==> src/rtl/dlsc_pcie_s6_outbound_read_alloc.sv <==
// dlsc_pcie_s6_outbound_read_alloc: assigns PCIe tags and read-buffer space to outbound read commands.
// Optional 4 KB boundary splitting is enabled by DLSC_PCIE_S6_READ_ALLOC_SPLIT4K_EN.
module dlsc_pcie_s6_outbound_read_alloc #(
    parameter int ADDR = 32,
    parameter int LEN  = 4,
    parameter int TAG  = 5,
    parameter int BUFA = 9
) (
    input  logic            clk,
    input  logic            rst,
    output logic            cmd_ar_ready,
    input  logic            cmd_ar_valid,
    input  logic [ADDR-3:0] cmd_ar_addr,
    input  logic [LEN-1:0]  cmd_ar_len,
    input  logic            req_ready,
    output logic            req_valid,
    output logic [ADDR-3:0] req_addr,
    output logic [LEN-1:0]  req_len,
    output logic [TAG-1:0]  req_tag,
    output logic            alloc_init,
    output logic            alloc_valid,
    output logic [TAG:0]    alloc_tag,
    output logic [BUFA:0]   alloc_bufa,
    input  logic            dealloc_tag,
    input  logic            dealloc_data
);
    typedef enum logic [1:0] {IDLE, CHECK, ALLOC, REQ} state_t;
    state_t          st_q;
    logic            init_q, alloc_valid_q, req_valid_q, rem_q;
    logic [ADDR-3:0] cur_addr_q, req_addr_q;
    logic [LEN-1:0]  cur_len_q, req_len_q, plen;
    logic [TAG-1:0]  req_tag_q;
    logic [TAG:0]    alloc_tag_q, tags_q, tags_d;
    logic [BUFA:0]   alloc_bufa_q, free_q, free_d, pdw;
    logic            ok;
`ifdef DLSC_PCIE_S6_READ_ALLOC_SPLIT4K_EN
    logic [10:0]     span;
    logic            cross;
    logic [ADDR-3:0] nxt_addr;
    logic [LEN-1:0]  nxt_len;
    assign span     = {1'b0, cur_addr_q[9:0]} + 11'(cur_len_q) + 11'd1;
    assign cross    = span > 11'd1024;
    assign plen     = cross ? LEN'(10'd1023 - cur_addr_q[9:0]) : cur_len_q;
    assign nxt_addr = {cur_addr_q[ADDR-3:10] + (ADDR-12)'(1), 10'd0};
    assign nxt_len  = cur_len_q - plen - LEN'(1);
`else
    assign plen = cur_len_q;
`endif
    assign pdw = (BUFA+1)'(plen) + (BUFA+1)'(1);
    // Only registered counters are consulted, so a dealloc becomes visible one cycle later.
    assign ok     = !tags_q[TAG] && (free_q >= pdw);
    assign tags_d = tags_q + (TAG+1)'(alloc_valid_q) - (TAG+1)'(dealloc_tag);
    assign free_d = free_q - (alloc_valid_q ? pdw : '0) + (BUFA+1)'(dealloc_data);
    assign cmd_ar_ready = (st_q == IDLE) && !init_q;
    assign alloc_init   = init_q;
    assign alloc_valid  = alloc_valid_q;
    assign alloc_tag    = alloc_tag_q;
    assign alloc_bufa   = alloc_bufa_q;
    assign req_valid    = req_valid_q;
    assign req_addr     = req_addr_q;
    assign req_len      = req_len_q;
    assign req_tag      = req_tag_q;
    always_ff @(posedge clk) begin
        if (rst) begin
            st_q          <= IDLE;
            init_q        <= 1'b1;
            alloc_valid_q <= 1'b0;
            req_valid_q   <= 1'b0;
            rem_q         <= 1'b0;
            cur_addr_q    <= '0;
            cur_len_q     <= '0;
            req_addr_q    <= '0;
            req_len_q     <= '0;
            req_tag_q     <= '0;
            alloc_tag_q   <= '0;
            alloc_bufa_q  <= '0;
            tags_q        <= '0;
            free_q        <= {1'b1, {BUFA{1'b0}}};
        end else begin
            init_q        <= 1'b0;
            tags_q        <= tags_d;
            free_q        <= free_d;
            alloc_valid_q <= 1'b0;
            case (st_q)
                IDLE: if (cmd_ar_ready && cmd_ar_valid) begin
                    cur_addr_q <= cmd_ar_addr;
                    cur_len_q  <= cmd_ar_len;
                    st_q       <= CHECK;
                end
                CHECK: if (ok) begin
                    alloc_valid_q <= 1'b1;
                    st_q          <= ALLOC;
                end
                ALLOC: begin
                    req_valid_q  <= 1'b1;
                    req_addr_q   <= cur_addr_q;
                    req_len_q    <= plen;
                    req_tag_q    <= alloc_tag_q[TAG-1:0];
                    alloc_tag_q  <= alloc_tag_q + (TAG+1)'(1);
                    alloc_bufa_q <= alloc_bufa_q + pdw;
                    st_q         <= REQ;
`ifdef DLSC_PCIE_S6_READ_ALLOC_SPLIT4K_EN
                    rem_q <= cross;
                    if (cross) begin
                        cur_addr_q <= nxt_addr;
                        cur_len_q  <= nxt_len;
                    end
`endif
                end
                REQ: if (req_ready) begin
                    req_valid_q <= 1'b0;
                    rem_q       <= 1'b0;
                    st_q        <= rem_q ? CHECK : IDLE;
                end
            endcase
        end
    end
endmodule

==> config.mk <==
export PLATFORM = sky130hd
export DESIGN_NAME = dlsc_pcie_s6_outbound_read_alloc
export DESIGN_NICKNAME = d
export VERILOG_FILES = /design/src/rtl/dlsc_pcie_s6_outbound_read_alloc.sv
export SDC_FILE = /design/constraint.sdc
export NUM_CORES = 1
export LEC_CHECK = 0
export CORE_ASPECT_RATIO = 1.4
export CORE_MARGIN = 8
export CORE_UTILIZATION = 48
export CTS_BUF_LIST = sky130_fd_sc_hd__clkbuf_4 sky130_fd_sc_hd__clkbuf_8
export CTS_CLUSTER_DIAMETER = 50
export CTS_CLUSTER_SIZE = 8
export DETAILED_ROUTE_END_ITERATION = 16
export PLACE_DENSITY = 0.83
export REMOVE_ABC_BUFFERS = 1
export SLEW_MARGIN = 20
export SYNTH_ARGS = -nofsm -noshare
export SYNTH_HDL_FRONTEND = slang
export SYNTH_SLANG_ARGS = --single-unit
==> constraint.sdc <==
create_clock -name clk -period 2.73 [get_ports clk]
set_input_delay 0.546 -clock clk [delete_from_list [all_inputs] [get_ports clk]]
set_output_delay 0.546 -clock clk [all_outputs]
set_load 0.02 [all_outputs]
### Yosys cells after proc, flatten, opt, wreduce, memory -nomap -nowiden

Cells that the tools add are included.

| cells by class | value |
|---|---|
| $add $sub $neg | 7 |
| magnitude comparators | 1 |
| eq/ne operators | 6 |
| mux-type cells | 9 |
| bitwise logic cells | 1 |
| reductions and logical operators | 11 |

Operators by type and width:

| kind | count |
|---|---|
| $add 10x1->10 | 1 |
| $add 10x5->10 | 1 |
| $ge 10x5->1 | 1 |
| $sub 10x5->10 | 1 |
| $pmux 2 s4 | 1 |
| $add 6x1->6 | 1 |
| $add 6x1->6 const B | 1 |
| $mux 2 | 3 |
| $sub 6x1->6 | 1 |
| $add 4x1->5 const B | 1 |
| $mux 5 | 1 |
| $eq 2x2->1 const B | 2 |
| $ne 2x2->1 const B | 2 |
| $reduce_and 2->1 | 2 |
| $logic_and 1x1->1 | 3 |
| $mux 1 | 3 |
| $reduce_and 3->1 | 1 |
| $eq 2x1->1 const B | 1 |
| $logic_not 1->1 | 2 |
| $logic_not 2->1 | 1 |
| $ne 2x1->1 const B | 1 |
| $pmux 1 s2 | 1 |
| $reduce_bool 2->1 | 1 |
| $reduce_or 2->1 | 1 |
| $not 1->1 | 1 |

| storage, ports and cells | value |
|---|---|
| bits in registers | 110 |
| input bits | 40 |
| output and inout port bits | 59 |
| logic and storage cells | 48 |

### Logic depth before layout (Yosys ltp)

Gate-level depths: netlist of the first run.

| depth | value |
|---|---|
| word-level depth | 5 |
| mapped depth | 11 |
| mapped depth without buffers | 11 |

### Worst setup path before layout of the first run

No wires, ideal clock.

| timing path | value |
|---|---|
| path type | flip-flop to flip-flop |
| from | register cur_len_q[0] |
| to | register free_q[8] |
| library setup time | 0.123 ns |
| arrival time | 2.682 ns |
| data required time | 2.607 ns |
| slack | -0.076 ns |
| stages on the path, launching flop included | 11 |
| path buffers | 0 |
| cell sequence | dfxtp_1 -> ha_1 -> xor2_1 -> nand2_1 -> ha_1 -> ha_1 -> nor2b_4 -> o31a_1 -> or4_1 -> a21oi_1 -> mux2_1 |

| between the ends | value |
|---|---|
| longest elaborated chain between the ends | 4 |

Ends and longest elaborated chain:

| item | RTL line | RTL |
|---|---|---|
| start, declared | 31 | `logic [LEN-1:0] cur_len_q, req_len_q, plen;` |
| start signal, assigned | 87 | `cur_len_q <= cmd_ar_len;` |
| $add 4x1->5 | 49 | `assign pdw = (BUFA+1)'(plen) + (BUFA+1)'(1);` |
| $mux 5 | 53 | `assign free_d = free_q - (alloc_valid_q ? pdw : '0) + (BUFA+1)'(dealloc_data);` |
| $sub 10x5->10 | 53 |  |
| $add 10x1->10 | 53 |  |
| end signal, assigned | 78 | `free_q <= {1'b1, {BUFA{1'b0}}};` |
| end signal, assigned | 82 | `free_q <= free_d;` |
| end, declared | 34 | `logic [BUFA:0] alloc_bufa_q, free_q, free_d, pdw;` |

No other way between the ends.
A chain may end at the register's enable or synchronous reset.

### Worst setup path in the final report of the first run

Ends and elaborated chain as after synthesis.

==> results of run 1 <==
## through the flow
step	utilization	instance area [um^2]	total power, mW	setup WS, ns	setup TNS (ns)
final	0.6354	6506	5.404	0.05055	0
after global routing	0.6354	6506	5.780	-0.06710	-0.1022
after CTS	0.6251	6401	5.277	0.005540	0
after detailed placement	0.6022	6166	4.267	-0.08459	-0.1475
after global placement	0.6022	6166	4.153	-0.01926	-0.01926
after floorplan	-	4877	3.599	-0.5645	-1.975
## critical path: stages (launching register included)
cell	delay, ns
dfxtp_2	0.38
ha_4	0.15
xor2_2	0.19
nand2_2	0.11
ha_4	0.29
ha_4	0.19
nor2b_4	0.13
o31a_1	0.26
or4_1	0.42
a21oi_2	0.15
mux2_4	0.30
## worst max-delay path by stage
stage	to	slack [ns]	depth (start not counted)
2_1_floorplan	alloc_bufa[9]$_SDFFE_PP0P_	-0.56	6
3_3_place_gp	free_q[8]$_SDFF_PP0_	-0.02	9
3_5_place_dp	free_q[8]$_SDFF_PP0_	-0.08	10
4_1_cts	free_q[8]$_SDFF_PP0_	0.006	10
5_1_grt	free_q[8]$_SDFF_PP0_	-0.07	11
6_report	free_q[8]$_SDFF_PP0_	0.05	10
## layout make-up
class                           count  area [um^2]  area share
Inverter                           33        123.9     0.01904
Clock inverter                      6        53.80    0.008269
Timing Repair Buffer              115         1122      0.1725
Multi-Input combinational cell    386         2696      0.4144
Sequential cell                   110         2206      0.3390
Clock buffer                       10        131.4     0.02019
Tap cell                          138        172.7     0.02654
## cells in the mapped netlist (8+ instances only)
cell type | n | share of area
nand2_1 | 83 | 0.063
ha_1 | 39 | 0.098
a21oi_1 | 46 | 0.046
nand3_1 | 8 | 0.0080
xor2_1 | 8 | 0.014
xnor2_1 | 11 | 0.019
inv_1 | 33 | 0.025
nor2_1 | 68 | 0.051
mux2i_1 | 45 | 0.090
clkbuf_1 | 17 | 0.013
dfxtp_1 | 110 | 0.44
nor2b_1 | 12 | 0.015
## state kept, by name (all words and copies together), names as in the netlist, 2 cells and up
| signal | count |
|---|---|
| req_len | 4 |
| st_q | 2 |
| free_q | 10 |
| req_addr | 30 |
| cur_len_q | 4 |
| req_tag | 5 |
| alloc_bufa | 10 |
| alloc_tag | 6 |
| cur_addr_q | 30 |
| tags_q | 6 |
## power by group through the flow
stage	sequential [mW]	combinational [mW]	clock, mW
floorplan	2.02	1.58	0
global placement	1.99	2.16	0
detailed placement	2.00	2.26	0
CTS	1.97	2.33	0.971
global route	2.01	2.73	1.04
finish	1.99	2.47	0.952
## layer usage
layer / track usage / share of wire / vias to the layer above
met1: 0.1851 / 0.40 / 1913
li1: - / - / 2047
met5: 0 / 0 / -
met3: 0.04735 / 0.049 / 26
met2: 0.2952 / 0.52 / 86
met4: 0.08190 / 0.029 / 0
## cell families after synthesis
group	synth area share
buf+inv	0.04620
fa+ha+maj	0.1100
simple gates	0.1745
flops	0.4419
xor+xnor	0.03339
mux	0.09490
compound gates	0.09917
## timing repair
| action | 4_1_cts | 5_1_grt |
|---|---|---|
| buffers inserted | 1 | 1 |
| gates resized for setup | 8 | 14 |
| hold buffers | 0 | 0 |
| setup endpoints to repair | 2 | 3 |
| pin swaps | 3 | 5 |
==> run_results.csv, run 1 <==
group,metric,value,unit
global_route,antenna_found_initial,0,
drt,wl,11.64,mm
outcome,status,"finished clean",
critical_path,path_max_fanout,3,
drt,via_per_inst,5.103,
critical_path,startpoint,"cur_len_q[0]$_SDFFE_PP0P_",
placement,dp.cells,780,
synthesis,synth-main-ff-cell,"dfxtp_1",
hold_path,min_to,"cur_addr_q[3]$_SDFFE_PP0P_",
cts,cts_max_level,3,
global_route,grt_overflow_total,0,
final_layout,fin_cells,798,
final_layout,fillerInstances,834,
power_and_ir_drop,clockPowerShare,0.176,
global_route,grt_pass1_vias,4205,
placement,port_buffers,98,
power_and_ir_drop,power_frac_comb,0.456,
cts,clock_latency,0.38,ns
synthesis,synth_edf_count,0,
synthesis,ys_ff_latch,110,
placement,dp_hpwl,8.364,mm
drt,drtPass1Iterations,4,
critical_path,reg2reg_depth,10,
critical_path,critPathLaunchType,"flip-flop",
sta,hold_slack,0.4606,ns
critical_path,reg2reg_slack,0.05,ns
die,io_pins,99,
drt,routedWlPerCell,14.59,um
sta,finalSetupViolCount,0,
synthesis,synth.distinct_cells,48,
synthesis,syn_area,4984,um^2
drt,ant_nets,0,
cts,clock_path_buffers,2,
cts,cts.sinks,110,
final_layout,fin_nets,737,
sta,period_needed,2.679,ns
power_and_ir_drop,netSwitchingFraction,0.3702,
sta,fmax,0.3732,GHz
sta,fin_crit_sh,0.9815,
hold_path,holdPathStages,2,
critical_path,crit_arrival,2.96,ns
final_layout,final_cell_mix,"107 x dfxtp_1, 97 x clkdlybuf4s50_1, 82 x nand2_1",
die,die_area,13940,um^2
final_layout,area_growth,30.55,%
global_route,grt_pass1_wl,19.03,mm
synthesis,yosys_warnings,0,
sta,hold_viol_final,0,
cts,cts_root_buffer,"clkbuf_8",
hold_path,hold_path.startpoint,"cur_addr_q[3]$_SDFFE_PP0P_",
power_and_ir_drop,seq_power_share,0.367,
drt,drt_iter0_drc,170,
sta,max_slew_margin,0.5599,
job,maxCapViolCount,0,
synthesis,synthCells,555,
sta,rsz0062_at_grt,"true",
synthesis,async_flop_share,0,
global_route,grtUsageTotal,0.1702,
die,initial_core_util,0.4867,
synthesis,ys_seq_area_frac,0.4419,
power_and_ir_drop,intPower,3.403,mW
die,die_h,136.6,um
critical_path,critPathKind,"reg -> reg",
cts,cts_made_buffers,9,
final_layout,diodes,0,
hold_path,hold_path_class,"reg -> reg",
final_layout,drive_gt1_frac,0.08939,
die,rows,44,
drt,vias,4072,
sta,worst_pin_slew,0.6602,ns
critical_path,critical_path.endpoint_type,"flip-flop",
critical_path,reg2reg_from,"cur_len_q[0]$_SDFFE_PP0P_",
placement,gp_congestion,0.8128,
die,die_x,102.1,um
cts,tritoncts,"built",
critical_path,r2r_end,"free_q[8]$_SDFF_PP0_",
power_and_ir_drop,power_leakage,2.487,nW
die,core-area,10240,um^2
cts,clk_pin_slew,0.11,ns
power_and_ir_drop,switchingPower,2.000,mW
synthesis,syn_avg_cell_area,8.979,um^2
sta,clock_skew,0.01339,ns
critical_path,critPathRequiredTime,3.01,ns
drt,drc,0,
power_and_ir_drop,ir_drop,0.4780,mV
global_route,grt_max_degree,63,
sta,slew_violations,0,
power_and_ir_drop,power.density,830.5,nW/um^2
final_layout,mostFrequentLayoutCell,"dfxtp_1",
(Power assumes the default switching activity.)
==> run 2, diff against run 1 <==
RECOVER_POWER = 25   (was unset)
==> run_results.csv, run 2 (synthesis gave the netlist of run 1 again) <==
group,metric,value,unit
drt,drt_iter0_drc,195,
critical_path,critical_path.endpoint_type,"flip-flop",
global_route,antenna_found_initial,0,
die,die_x,102.1,um
final_layout,diodes,0,
cts,clock_latency,0.38,ns
drt,drc,0,
global_route,grt_overflow_total,0,
sta,slew_violations,0,
outcome,status,"finished clean",
placement,dp_hpwl,8.364,mm
sta,tns,0,ns
cts,cts_root_buffer,"clkbuf_8",
hold_path,holdPathStages,2,
sta,period_needed,2.675,ns
final_layout,drive_gt1_frac,0.08939,
cts,cts.sinks,110,
job,maxCapViolCount,0,
global_route,grt_pass1_vias,4205,
sta,max_slew_margin,0.1703,
drt,ant_nets,0,
power_and_ir_drop,intPower,3.401,mW
final_layout,multiInputGateArea,2696,um^2
sta,fin_crit_sh,0.9799,
die,die_h,136.6,um
power_and_ir_drop,netSwitchingFraction,0.3703,
final_layout,seqCellArea,2206,um^2
die,io_pins,99,
power_and_ir_drop,power.density,832.7,nW/um^2
critical_path,critPathKind,"reg -> reg",
drt,routedWlPerCell,14.57,um
hold_path,hold_path_class,"reg -> reg",
power_and_ir_drop,power_frac_comb,0.456,
power_and_ir_drop,ir_drop,0.4770,mV
die,rows,44,
sta,hold_slack,0.4600,ns
drt,via_per_inst,5.113,
drt,vias,4080,
final_layout,fillerInstances,836,
global_route,grt_max_degree,63,
power_and_ir_drop,clockPowerShare,0.176,
die,initial_core_util,0.4867,
cts,cts_max_level,3,
critical_path,crit_arrival,2.95,ns
final_layout,fin_nets,737,
die,die_area,13940,um^2
power_and_ir_drop,power_leakage,2.481,nW
die,core-area,10240,um^2
cts,tritoncts,"built",
global_route,grtUsageTotal,0.1702,
power_and_ir_drop,seq_power_share,0.368,
sta,worst_pin_slew,1.245,ns
placement,port_buffers,98,
critical_path,critPathLaunchType,"flip-flop",
cts,clk_pin_slew,0.11,ns
global_route,grt_pass1_wl,19.03,mm
final_layout,final_cell_mix,"107 x dfxtp_1, 96 x clkdlybuf4s50_1, 82 x nand2_1",
sta,finalSetupViolCount,0,
cts,cts_made_buffers,9,
sta,fmax,0.3738,GHz
final_layout,area_growth,30.15,%
final_layout,mostFrequentLayoutCell,"dfxtp_1",
sta,rsz0062_at_grt,"true",
power_and_ir_drop,switchingPower,2.000,mW
critical_path,reg2reg_depth,10,
critical_path,path_max_fanout,3,
sta,hold_viol_final,0,
placement,gp_congestion,0.8128,
drt,drtPass1Iterations,4,
cts,clock_path_buffers,2,
sta,clock_skew,0.01242,ns
critical_path,critPathRequiredTime,3.01,ns
drt,wl,11.63,mm
run 2: path summary, 6_finish.rpt:
path              slack [ns]                          to                       start
setup / recovery        0.05        free_q[8]$_SDFF_PP0_   cur_len_q[0]$_SDFFE_PP0P_
hold / removal          0.46  cur_addr_q[3]$_SDFFE_PP0P_  cur_addr_q[3]$_SDFFE_PP0P_
setup reg to reg        0.05        free_q[8]$_SDFF_PP0_   cur_len_q[0]$_SDFFE_PP0P_
hold reg to reg         0.46  cur_addr_q[3]$_SDFFE_PP0P_  cur_addr_q[3]$_SDFFE_PP0P_
run 2: power by group through the flow:
stage               clock (mW)  combinational (mW)  sequential (mW)
floorplan                    0                1.58             2.02
global placement             0                2.16             1.99
detailed placement           0                2.26             2.00
CTS                      0.971                2.33             1.97
global route              1.04                2.73             2.01
finish                   0.952                2.46             1.99
run 2: per-layer routing:
layer / up-vias / global-route usage / share of wire
met4: 0 / 0.08190 / 0.029
met1: 1930 / 0.1851 / 0.41
met2: 76 / 0.2952 / 0.52
li1: 2048 / - / -
met5: - / 0 / 0
met3: 26 / 0.04735 / 0.044
run 2: worst max-delay path: stages (launching register included):
cell	delay [ns]
dfxtp_2	0.38
ha_4	0.15
xor2_2	0.19
nand2_2	0.11
ha_4	0.29
ha_4	0.19
nor2b_4	0.13
o31a_1	0.25
or4_1	0.42
a21oi_2	0.15
mux2_4	0.30
run 2: final cells by class:
cell class / instances / share of cell area
Multi-Input combinational cell: 386 / 0.4157
Sequential cell: 110 / 0.3401
Timing Repair Buffer: 115 / 0.1699
Tap cell: 138 / 0.02662
Clock buffer: 10 / 0.02025
Inverter: 33 / 0.01910
Clock inverter: 6 / 0.008295
run 2: timing repair:
| item | in CTS | in global routing |
|---|---|---|
| setup endpoints to repair | 2 | 3 |
| hold buffers | 0 | 0 |
| buffers inserted | 1 | 1 |
| resized for setup | 8 | 14 |
| pin swaps | 3 | 5 |
run 2: stage by stage:
| stage | total power, mW | setup WS [ns] | util | area, um^2 | cells |
|---|---|---|---|---|---|
| after floorplan | 3.599 | -0.5645 | - | 4877 | 529 |
| after global placement | 4.153 | -0.01926 | 0.6022 | 6166 | 780 |
| after detailed placement | 4.267 | -0.08459 | 0.6022 | 6166 | 780 |
| after CTS | 5.277 | 0.005540 | 0.6251 | 6401 | 797 |
| after global routing | 5.777 | -0.06710 | 0.6334 | 6486 | 798 |
| final | 5.401 | 0.05500 | 0.6334 | 6486 | 798 |
